[src/rtl/credit_pkg.sv]
// credit_pkg: shared defaults and FSM state encoding for the credit sender.
//   DEPTH_DEF      - default receiver buffer depth (initial credit count)
//   WIDTH_DEF      - default data word width
//   credit_state_e - sender FSM states
package credit_pkg;

  localparam int DEPTH_DEF = 16;
  localparam int WIDTH_DEF = 32;

  typedef enum logic [1:0] {
    SEND    = 2'd0,
    BLOCKED = 2'd1,
    ERROR   = 2'd2
  } credit_state_e;

endpackage

[src/rtl/credit_counter.sv]
// credit_counter: saturating credit counter, starts full at DEPTH.
//   re_clk, re_reset_n - clock, async active-low reset
//   inc                - a remote slot was freed (credit return pulse)
//   dec                - a word was sent (never asserted while count is 0)
//   count              - registered credit count, 0..DEPTH
//   overflow           - credit return with no send while already full
import credit_pkg::*;

module credit_counter #(
  parameter int DEPTH = DEPTH_DEF,
  parameter int CNT_W = $clog2(DEPTH + 1)
) (
  input  logic             re_clk,
  input  logic             re_reset_n,
  input  logic             inc,
  input  logic             dec,
  output logic [CNT_W-1:0] count,
  output logic             overflow
);

  localparam logic [CNT_W-1:0] FULL = CNT_W'(DEPTH);

  assign overflow = inc && !dec && (count == FULL);

  // Simultaneous inc and dec cancel; an overflowing inc leaves the count at FULL.
  always_ff @(posedge re_clk or negedge re_reset_n) begin
    if (!re_reset_n) begin
      count <= FULL;
    end else if (dec && !inc) begin
      count <= count - CNT_W'(1);
    end else if (inc && !dec && (count != FULL)) begin
      count <= count + CNT_W'(1);
    end
  end

endmodule

[src/rtl/credit_sender.sv]
// credit_sender: credit-based flow-control sender with a one-cycle
// registered output stage.
//   re_clk, re_reset_n    - clock, async active-low reset
//   src_valid/src_data    - upstream word offer
//   src_ready             - word accepted this cycle (combinational)
//   re_valid/data_out     - registered word to the receiving buffer
//   re_credit_pulse       - one pulse per freed remote slot
//   credits_avail         - registered credit count
//   credit_err            - sticky credit overflow flag
// Optional (macro CREDIT_SENDER_STATS_EN):
//   stat_sent             - number of words sent, wraps at 2^32
//   stat_stall            - cycles with src_valid=1 and src_ready=0, wraps
//
// state   | meaning
// SEND    | credits available, words may be sent
// BLOCKED | credit count is 0, waiting for a return pulse
// ERROR   | credit overflow seen, sending disabled until reset
import credit_pkg::*;

module credit_sender #(
  parameter int DEPTH = DEPTH_DEF,
  parameter int WIDTH = WIDTH_DEF,
  parameter int CNT_W = $clog2(DEPTH + 1)
) (
  input  logic             re_clk,
  input  logic             re_reset_n,
  input  logic             src_valid,
  input  logic [WIDTH-1:0] src_data,
  output logic             src_ready,
  output logic             re_valid,
  output logic [WIDTH-1:0] data_out,
  input  logic             re_credit_pulse,
  output logic [CNT_W-1:0] credits_avail,
  output logic             credit_err
`ifdef CREDIT_SENDER_STATS_EN
  ,
  output logic [31:0]      stat_sent,
  output logic [31:0]      stat_stall
`endif
);

  credit_state_e    state, state_nxt;
  logic [CNT_W-1:0] count;
  logic             overflow;
  logic             fire;
  logic             going_empty;

  credit_counter #(
    .DEPTH (DEPTH),
    .CNT_W (CNT_W)
  ) u_counter (
    .re_clk     (re_clk),
    .re_reset_n (re_reset_n),
    .inc        (re_credit_pulse),
    .dec        (fire),
    .count      (count),
    .overflow   (overflow)
  );

  assign src_ready     = (count != '0) && (state != ERROR);
  assign fire          = src_valid && src_ready;
  assign credits_avail = count;

  // Last credit consumed with no return in the same cycle.
  assign going_empty = fire && !re_credit_pulse && (count == CNT_W'(1));

  always_ff @(posedge re_clk or negedge re_reset_n) begin
    if (!re_reset_n) begin
      state <= SEND;
    end else begin
      state <= state_nxt;
    end
  end

  always_comb begin
    state_nxt = state;
    if (overflow) begin
      state_nxt = ERROR;
    end else begin
      case (state)
        SEND:    if (going_empty)     state_nxt = BLOCKED;
        BLOCKED: if (re_credit_pulse) state_nxt = SEND;
        ERROR:   state_nxt = ERROR;
        default: state_nxt = ERROR;
      endcase
    end
  end

  always_ff @(posedge re_clk or negedge re_reset_n) begin
    if (!re_reset_n) begin
      re_valid   <= 1'b0;
      data_out   <= '0;
      credit_err <= 1'b0;
    end else begin
      re_valid <= fire;
      if (fire) begin
        data_out <= src_data;
      end
      if (overflow) begin
        credit_err <= 1'b1;
      end
    end
  end

`ifdef CREDIT_SENDER_STATS_EN
  always_ff @(posedge re_clk or negedge re_reset_n) begin
    if (!re_reset_n) begin
      stat_sent  <= '0;
      stat_stall <= '0;
    end else begin
      if (fire) begin
        stat_sent <= stat_sent + 32'd1;
      end
      if (src_valid && !src_ready) begin
        stat_stall <= stat_stall + 32'd1;
      end
    end
  end
`endif

endmodule

[config.mk]
export PLATFORM = sky130hd
export DESIGN_NAME = credit_sender
export DESIGN_NICKNAME = d
export VERILOG_FILES = /design/src/rtl/credit_pkg.sv /design/src/rtl/credit_counter.sv /design/src/rtl/credit_sender.sv
export SDC_FILE = /design/constraint.sdc
export NUM_CORES = 1
export LEC_CHECK = 0
export ABC_AREA = 1
export CORE_MARGIN = 3
export CORE_UTILIZATION = 28
export DETAILED_ROUTE_END_ITERATION = 6
export GPL_TIMING_DRIVEN = 0
export PLACE_DENSITY_LB_ADDON = 0.1
export SLEW_MARGIN = 20
export SYNTH_ARGS = -nofsm -noshare
export SYNTH_HDL_FRONTEND = slang
export SYNTH_SLANG_ARGS = --single-unit
[constraint.sdc]
create_clock -name re_clk -period 1.45 [get_ports re_clk]
set_input_delay 0.29 -clock re_clk [delete_from_list [all_inputs] [get_ports re_clk]]
set_output_delay 0.29 -clock re_clk [all_outputs]
set_load 0.01 [all_outputs]
==> results of run 1 <==
==> where the power goes <==
group | leakage, nW | internal, mW | switching, mW
sequential | 0.550 | 1.22 | 0.0647
clock | 0.0585 | 0.562 | 0.416
combinational | 1.42 | 0.562 | 0.524
==> worst paths after layout <==
path / slack, ns / from / to / cells past startpoint
worst max-delay path: -0.07 / u_counter.count[0] / src_ready / 6
worst min-delay path: 0.43 / re_reset_n / data_out[17] / 2
worst max register to register: -0.06 / u_counter.count[4] / data_out[15] / 9
worst min register to register: 0.47 / credit_err / credit_err / 2
max in group asynchronous: 0.46 / re_reset_n / u_counter.count[4] / 3
min in group re_clk: 0.47 / credit_err / credit_err / 2
==> repair_timing <==
action,4_1_cts,5_1_grt
gates resized for setup,58,28
hold endpoints to repair,12,0
setup buffers,11,5
hold buffers,1,0
endpoints found under the setup margin,77,40
cloned,1,3
pin swaps,3,9
==> logic make-up (layout without fill, tap and decap cells) <==
| kind of cell | count (synthesis) | in the layout |
|---|---|---|
| flip-flops | 41 | 41 |
| adder cells (fa/ha/maj) | 4 | 4 |
| XOR/XNOR | 6 | 6 |
| AND/OR/NAND/NOR | 145 | 145 |
| buffers and inverters | 18 | 122 |
==> cells in the final DEF (no fill, tap or decap), drive strengths merged <==
cell type      synthesis  final
nand3                 13     13
buf                    7     27
clkdlybuf4s50          0     34
dlygate4sd3            0      1
or2                    1      1
nor2                   2      2
nor3                   1      1
clkbuf                 0     10
nand3b                 1      1
nand4                  2      2
bufinv                 0      1
dfstp                  1      1
ha                     4      4
dlygate4sd2            0     37
clkdlybuf4s15          0      1
nand2                125    125
dfrtp                 40     40
xor2                   6      6
inv                   11     11
==> area by class of cell <==
cell class | instances | area (um2) | area share, %
clock buffer | 7 | 86.33 | 2.455
buffer | 6 | 110.1 | 3.131
timing repair buffer | 97 | 988.4 | 28.10
inverter | 11 | 58.81 | 1.672
sequential | 41 | 1030 | 29.28
tap | 99 | 123.9 | 3.522
multi-input combinational | 155 | 1090 | 30.99
clock inverter | 1 | 30.03 | 0.8538
==> per-layer routing <==
layer | track usage (%) | routed length (um)
met5 | 0 | 0
met4 | 3.966 | 64
met3 | 3.267 | 257
met2 | 19.44 | 2674
met1 | 15.12 | 2345
==> registers in the layout, indices dropped and copies added, names as in the netlist <==
name,flops
data_out,32
state,2
re_valid,1
credit_err,1
u_counter.count,5
==> worst register-to-register path, cell delays in order (launching register included) <==
cell and delay [ns]:
dfstp_2 0.57, inv_4 0.05, nand3_4 0.08, buf_6 0.11, nand3_4 0.08, buf_12 0.16
buf_8 0.13, clkbuf_16 0.15, nand2_2 0.06, nand2_2 0.05
==> metrics by stage <==
step	worst slack (ns)	total power, mW	setup TNS [ns]	hold slack (ns)
3_3_place_gp	-1.313	2.167	-52.58	0.4611
3_5_place_dp	-0.3628	2.171	-6.028	0.2133
5_1_grt	-0.1406	3.572	-3.700	0.4467
6_report	-0.06576	3.343	-0.5788	0.4320
4_1_cts	-0.1133	3.316	-1.486	0.4260
2_1_floorplan	0.0007464	1.808	0	-0.005591
==> flow_summary.ini, run 1 <==
[finish]
design_area_um2 = 3517
finish.cell_count_without_fillers = 417
final_layout_size_suffix_gt1_share_pct = 39.94
n_antenna_cell = 0
area_growth_pct = 59.72
n_fill_cell = 729
nets = 357
final_core_util_pct = 47.23

[clocking]
clk_path_buf_depth = 2
cts_sinks = 41
insertion_delay_ns = 0.29
htreeDepth = 2
root_buffer = clkbuf_8
path_clk_slew_ns = 0.09
cts_buffers = 5
cts_tree = yes

[synth]
synthArstFlopShare_pct = 100.0
synth_top_cell_area_share_pct = 45.45
yosysWarnings = 0
ys_types = 21
synth-main-ff-cell = dfrtp_1
synth_top_family_by_area = simple AND/OR/NAND/NOR gates
ys_top_cells_by_area = dfrtp_1 45%, nand2_4 15%, nand2_1 11%, nand2_2 8.2%, buf_12 2.7%
yosysMostFrequentCell = nand2_1
synth_xor_area_share_pct = 2.386
avgSynthCellArea_um2 = 10.29
synth-seq-cells = 41
yosys-top-cells-count = 66 x nand2_1, 40 x dfrtp_1, 30 x nand2_4
ys_seq_area_share_pct = 46.65
synth-simple-area-share_pct = 42.33
yosysTopAreaCell = dfrtp_1
synth_edf_count = 0
synth_mux_area_share_pct = 0
synth_area_um2 = 2202
synth_compound_area_share_pct = 0
synth_nets = 254
synthAdderAreaFrac_pct = 2.273
synth_cells = 214

[drt]
drtIter0Drc = 21
drt-wirelength-per-cell_um = 12.81
vias_per_cell = 4.134
drcViolationCount = 0
via_count = 1724
first_pass_iters = 4
ant_nets = 0
wl_um = 5342

[die]
num_io_pins = 76
initial_core_util_pct = 29.57
die_area_um2 = 8965
core_um2 = 7447
die_h_um = 94.69
die_w_um = 94.69
fp-row-count = 31

[run_status]
status = complete, but fails checks
violations = negative setup slack

[global_route]
first_global_vias = 1656
grt_usage_pct = 11.89
grt_max_degree = 30
grt_pass1_wl_um = 8155
overflow = 0
antenna_found_initial = 0

[timing]
slew_headroom_pct = 76.43
fmax_mhz = 659.7
worst_pin_slew_ns = 0.3536
setup_slack_ns = -0.06576
drv_slew = 0
hold_viol_final = 0
fin_skew_ns = 0.007890
final.min_clock_period_ns = 1.516
fin_crit_sh_pct = 104.5
setup_violations = 21
rsz0062_at_grt = true

[pwr]
leakage_nw = 2.027
ir_drop_uv = 697.6
powerDensity_nw_per_um2 = 950.6

[flow_run]
drv_cap = 0

[min_path]
hp-class = in -> async

[setup_path]
endpoint_kind = primary output
crit_chain = inv_4, ha_4, nand3_4, nand2_2, inv_2, buf_6
cp_slowest_stage_delay_ns = 0.43
cp_num_buf_inv = 3
critPathTopFamily = flip-flops
crit_type = reg -> out
slowest_stage = dfrtp_2
cp.arrival_ns = 1.23
critical_path.startpoint_type = flop
critPathRequiredTime_ns = 1.16
path_max_fanout = 3

[place]
dp_hpwl_um = 3535
place.gp.congestion = 0.7104
io_buffer_count = 75
postPlaceCellArea_um2 = 3093
placed_cells = 389
(Power assumes the default switching activity.)
==> run 2: changes to the inputs <==
--- a/config.mk
+++ b/config.mk
@@ -7,11 +7,11 @@
 export LEC_CHECK = 0
 export ABC_AREA = 1
 export CORE_MARGIN = 3
-export CORE_UTILIZATION = 28
+export CORE_UTILIZATION = 41
 export DETAILED_ROUTE_END_ITERATION = 6
 export GPL_TIMING_DRIVEN = 0
 export PLACE_DENSITY_LB_ADDON = 0.1
-export SLEW_MARGIN = 20
+export SLEW_MARGIN = 25
 export SYNTH_ARGS = -nofsm -noshare
 export SYNTH_HDL_FRONTEND = slang
 export SYNTH_SLANG_ARGS = --single-unit
==> run 2 against run 1 <==
The flow still finishes with violations (negative setup slack). Final cell count decreased by 7.4%. Worst setup slack got worse by 0.012 ns. Flip-flop and latch count unchanged. Largest power group unchanged. Highest routed layer unchanged.
==> flow_summary.ini, run 2 (synthesis gave the netlist of run 1 again) <==
[min_path]
hp-class = in -> async

[finish]
nets = 355
layout_commonest_cell = nand2_1
finish.cell_count_without_fillers = 386
largest_reg_flops = 32
final_layout_size_suffix_gt1_share_pct = 36.39
largestRegisters = data_out: 32 flops, u_counter.count: 5 flops, state: 2 flops
final_cell_mix = 61 x nand2_1, 38 x dfrtp_1, 37 x dlygate4sd2_1
n_fill_cell = 450
n_antenna_cell = 0
area_growth_pct = 52.73
regMostFlops = data_out

[timing]
slew_headroom_pct = 71.76
drv_slew = 0
final.min_clock_period_ns = 1.528
setup_violations = 16
hold_viol_final = 0
rsz0062_at_grt = true
fmax_mhz = 654.6
fin_crit_sh_pct = 105.4
setup_slack_ns = -0.07765
worst_pin_slew_ns = 0.4236
fin_setup_tns_ns = -1.067
fin_skew_ns = 0.007371

[setup_path]
cp.depth = 6
path_max_fanout = 3
crit_type = reg -> out
endpoint = src_ready
r2r-end = u_counter.count[2]
cp_num_buf_inv = 3
critPathTopFamily = flip-flops
endpoint_kind = primary output
crit_chain = inv_4, ha_4, nand3_4, nand2_2, inv_2, buf_6
r2r-start = u_counter.count[4]
rrSetupSlack_ns = -0.07
critPathRequiredTime_ns = 1.16
critical_path.startpoint_type = flop
crit_start = u_counter.count[0]
cp_slowest_stage_delay_ns = 0.43
cp.arrival_ns = 1.24
slowest_stage = dfrtp_2
reg2regPathDepth = 9

[global_route]
grt_pass1_wl_um = 8128
overflow = 0
grt_usage_pct = 16.35
grt_max_degree = 26
first_global_vias = 1739
antenna_found_initial = 0

[drt]
via_count = 1704
wl_um = 4902
first_pass_iters = 4
vias_per_cell = 4.415
drt-wirelength-per-cell_um = 12.70
drcViolationCount = 0
ant_nets = 0
drtIter0Drc = 34

[place]
place.gp.congestion = 0.7908
io_buffer_count = 75
placed_cells = 360
dp_hpwl_um = 3349

[clocking]
cts_tree = yes
insertion_delay_ns = 0.29
root_buffer = clkbuf_8
path_clk_slew_ns = 0.08
cts_sinks = 41
clk_path_buf_depth = 2
cts_buffers = 5
htreeDepth = 2

[pwr]
leakage_nw = 1.964
ir_drop_uv = 1027
finalPower_mw = 3.410
powerDensity_nw_per_um2 = 1014

[die]
fp-row-count = 26
die_area_um2 = 6286
die_h_um = 79.29
initial_core_util_pct = 42.84
core_um2 = 5140
die_w_um = 79.29
num_io_pins = 76

[flow_run]
drv_cap = 0

[run_status]
status = complete, but fails checks
violations = negative setup slack
==> run 2: cell types whose count changed in the layout (fill, tap and decap cells not counted), moves of 2 or more <==
cell / change
nand2_1: +10
buf_6: +3
buf_8: -2
nand2_2: -9
clkbuf_16: -3
buf_4: +2
==> run 2: per-stage QoR <==
step           area [um2]  setup WS [ns]  hold slack [ns]  util [%]
6_report             3363       -0.07765           0.4672     65.43
5_1_grt              3363        -0.1397           0.4978     65.43
4_1_cts              3284        -0.1065           0.4752     63.90
3_5_place_dp         3057        -0.3419           0.2572     59.47
3_3_place_gp         3042         -1.213           0.4603     59.18
2_1_floorplan        2203      0.0007464        -0.005591         -
==> run 2: area by class of cell <==
class	count	area (um2)	share of cell area, %
well taps	70	87.58	2.604
repair buffers	94	903.4	26.86
plain buffers	6	86.33	2.567
flip-flops and latches	41	1030	30.62
inverters	11	53.80	1.600
multi-input cells	156	1086	32.29
clock inverters	1	30.03	0.8929
clock buffers	7	86.33	2.567
==> run 2: how the worst min path moves through the flow <==
stage,start,end,slack (ns),cells after the start
final,re_reset_n,state[0],0.47,2
after detailed placement,re_reset_n,data_out[4],0.26,1
after global routing,data_out[30],data_out[30],0.50,2
after floorplan,re_reset_n,credit_err,-0.006,0
after CTS,re_reset_n,data_out[2],0.48,2
after global placement,credit_err,credit_err,0.46,2
==> run 2: where the power goes <==
| part | internal [mW] | switching [mW] |
|---|---|---|
| sequential | 1.22 | 0.0590 |
| combinational | 0.617 | 0.566 |
| clock | 0.561 | 0.391 |
==> run 2: repair_timing <==
item / CTS / global route
buffers inserted: 10 / 6
setup endpoints to repair: 77 / 38
gates resized for setup: 54 / 15
cloned: 2 / 0
pin swaps: 4 / 7
hold buffers: 1 / 0
hold endpoints to repair: 15 / 0
==> run 2: worst reg2reg max path: cells and delay by family, from the launching register on <==
kind	cells	cell delay (ns)
buffers and inverters	3	0.34
flip-flops	1	0.56
AND/OR/NAND/NOR	6	0.51
==> run 2: metal layers <==
metal	share of wire, %	wire (um)	track usage (%)
met2	50	2430	27.44
met1	44	2157	21.08
met5	0	0	0
met3	5.2	255	3.741
met4	1.2	59	4.639
==> run 3: changes to the inputs <==
--- a/config.mk
+++ b/config.mk
@@ -8,6 +8,7 @@
 export ABC_AREA = 1
 export CORE_MARGIN = 3
 export CORE_UTILIZATION = 41
+export CTS_CLUSTER_SIZE = 28
 export DETAILED_ROUTE_END_ITERATION = 6
 export GPL_TIMING_DRIVEN = 0
 export PLACE_DENSITY_LB_ADDON = 0.1
==> results of run 3 <==
The final DEF is identical to that of run 2; final timing and power are the same.
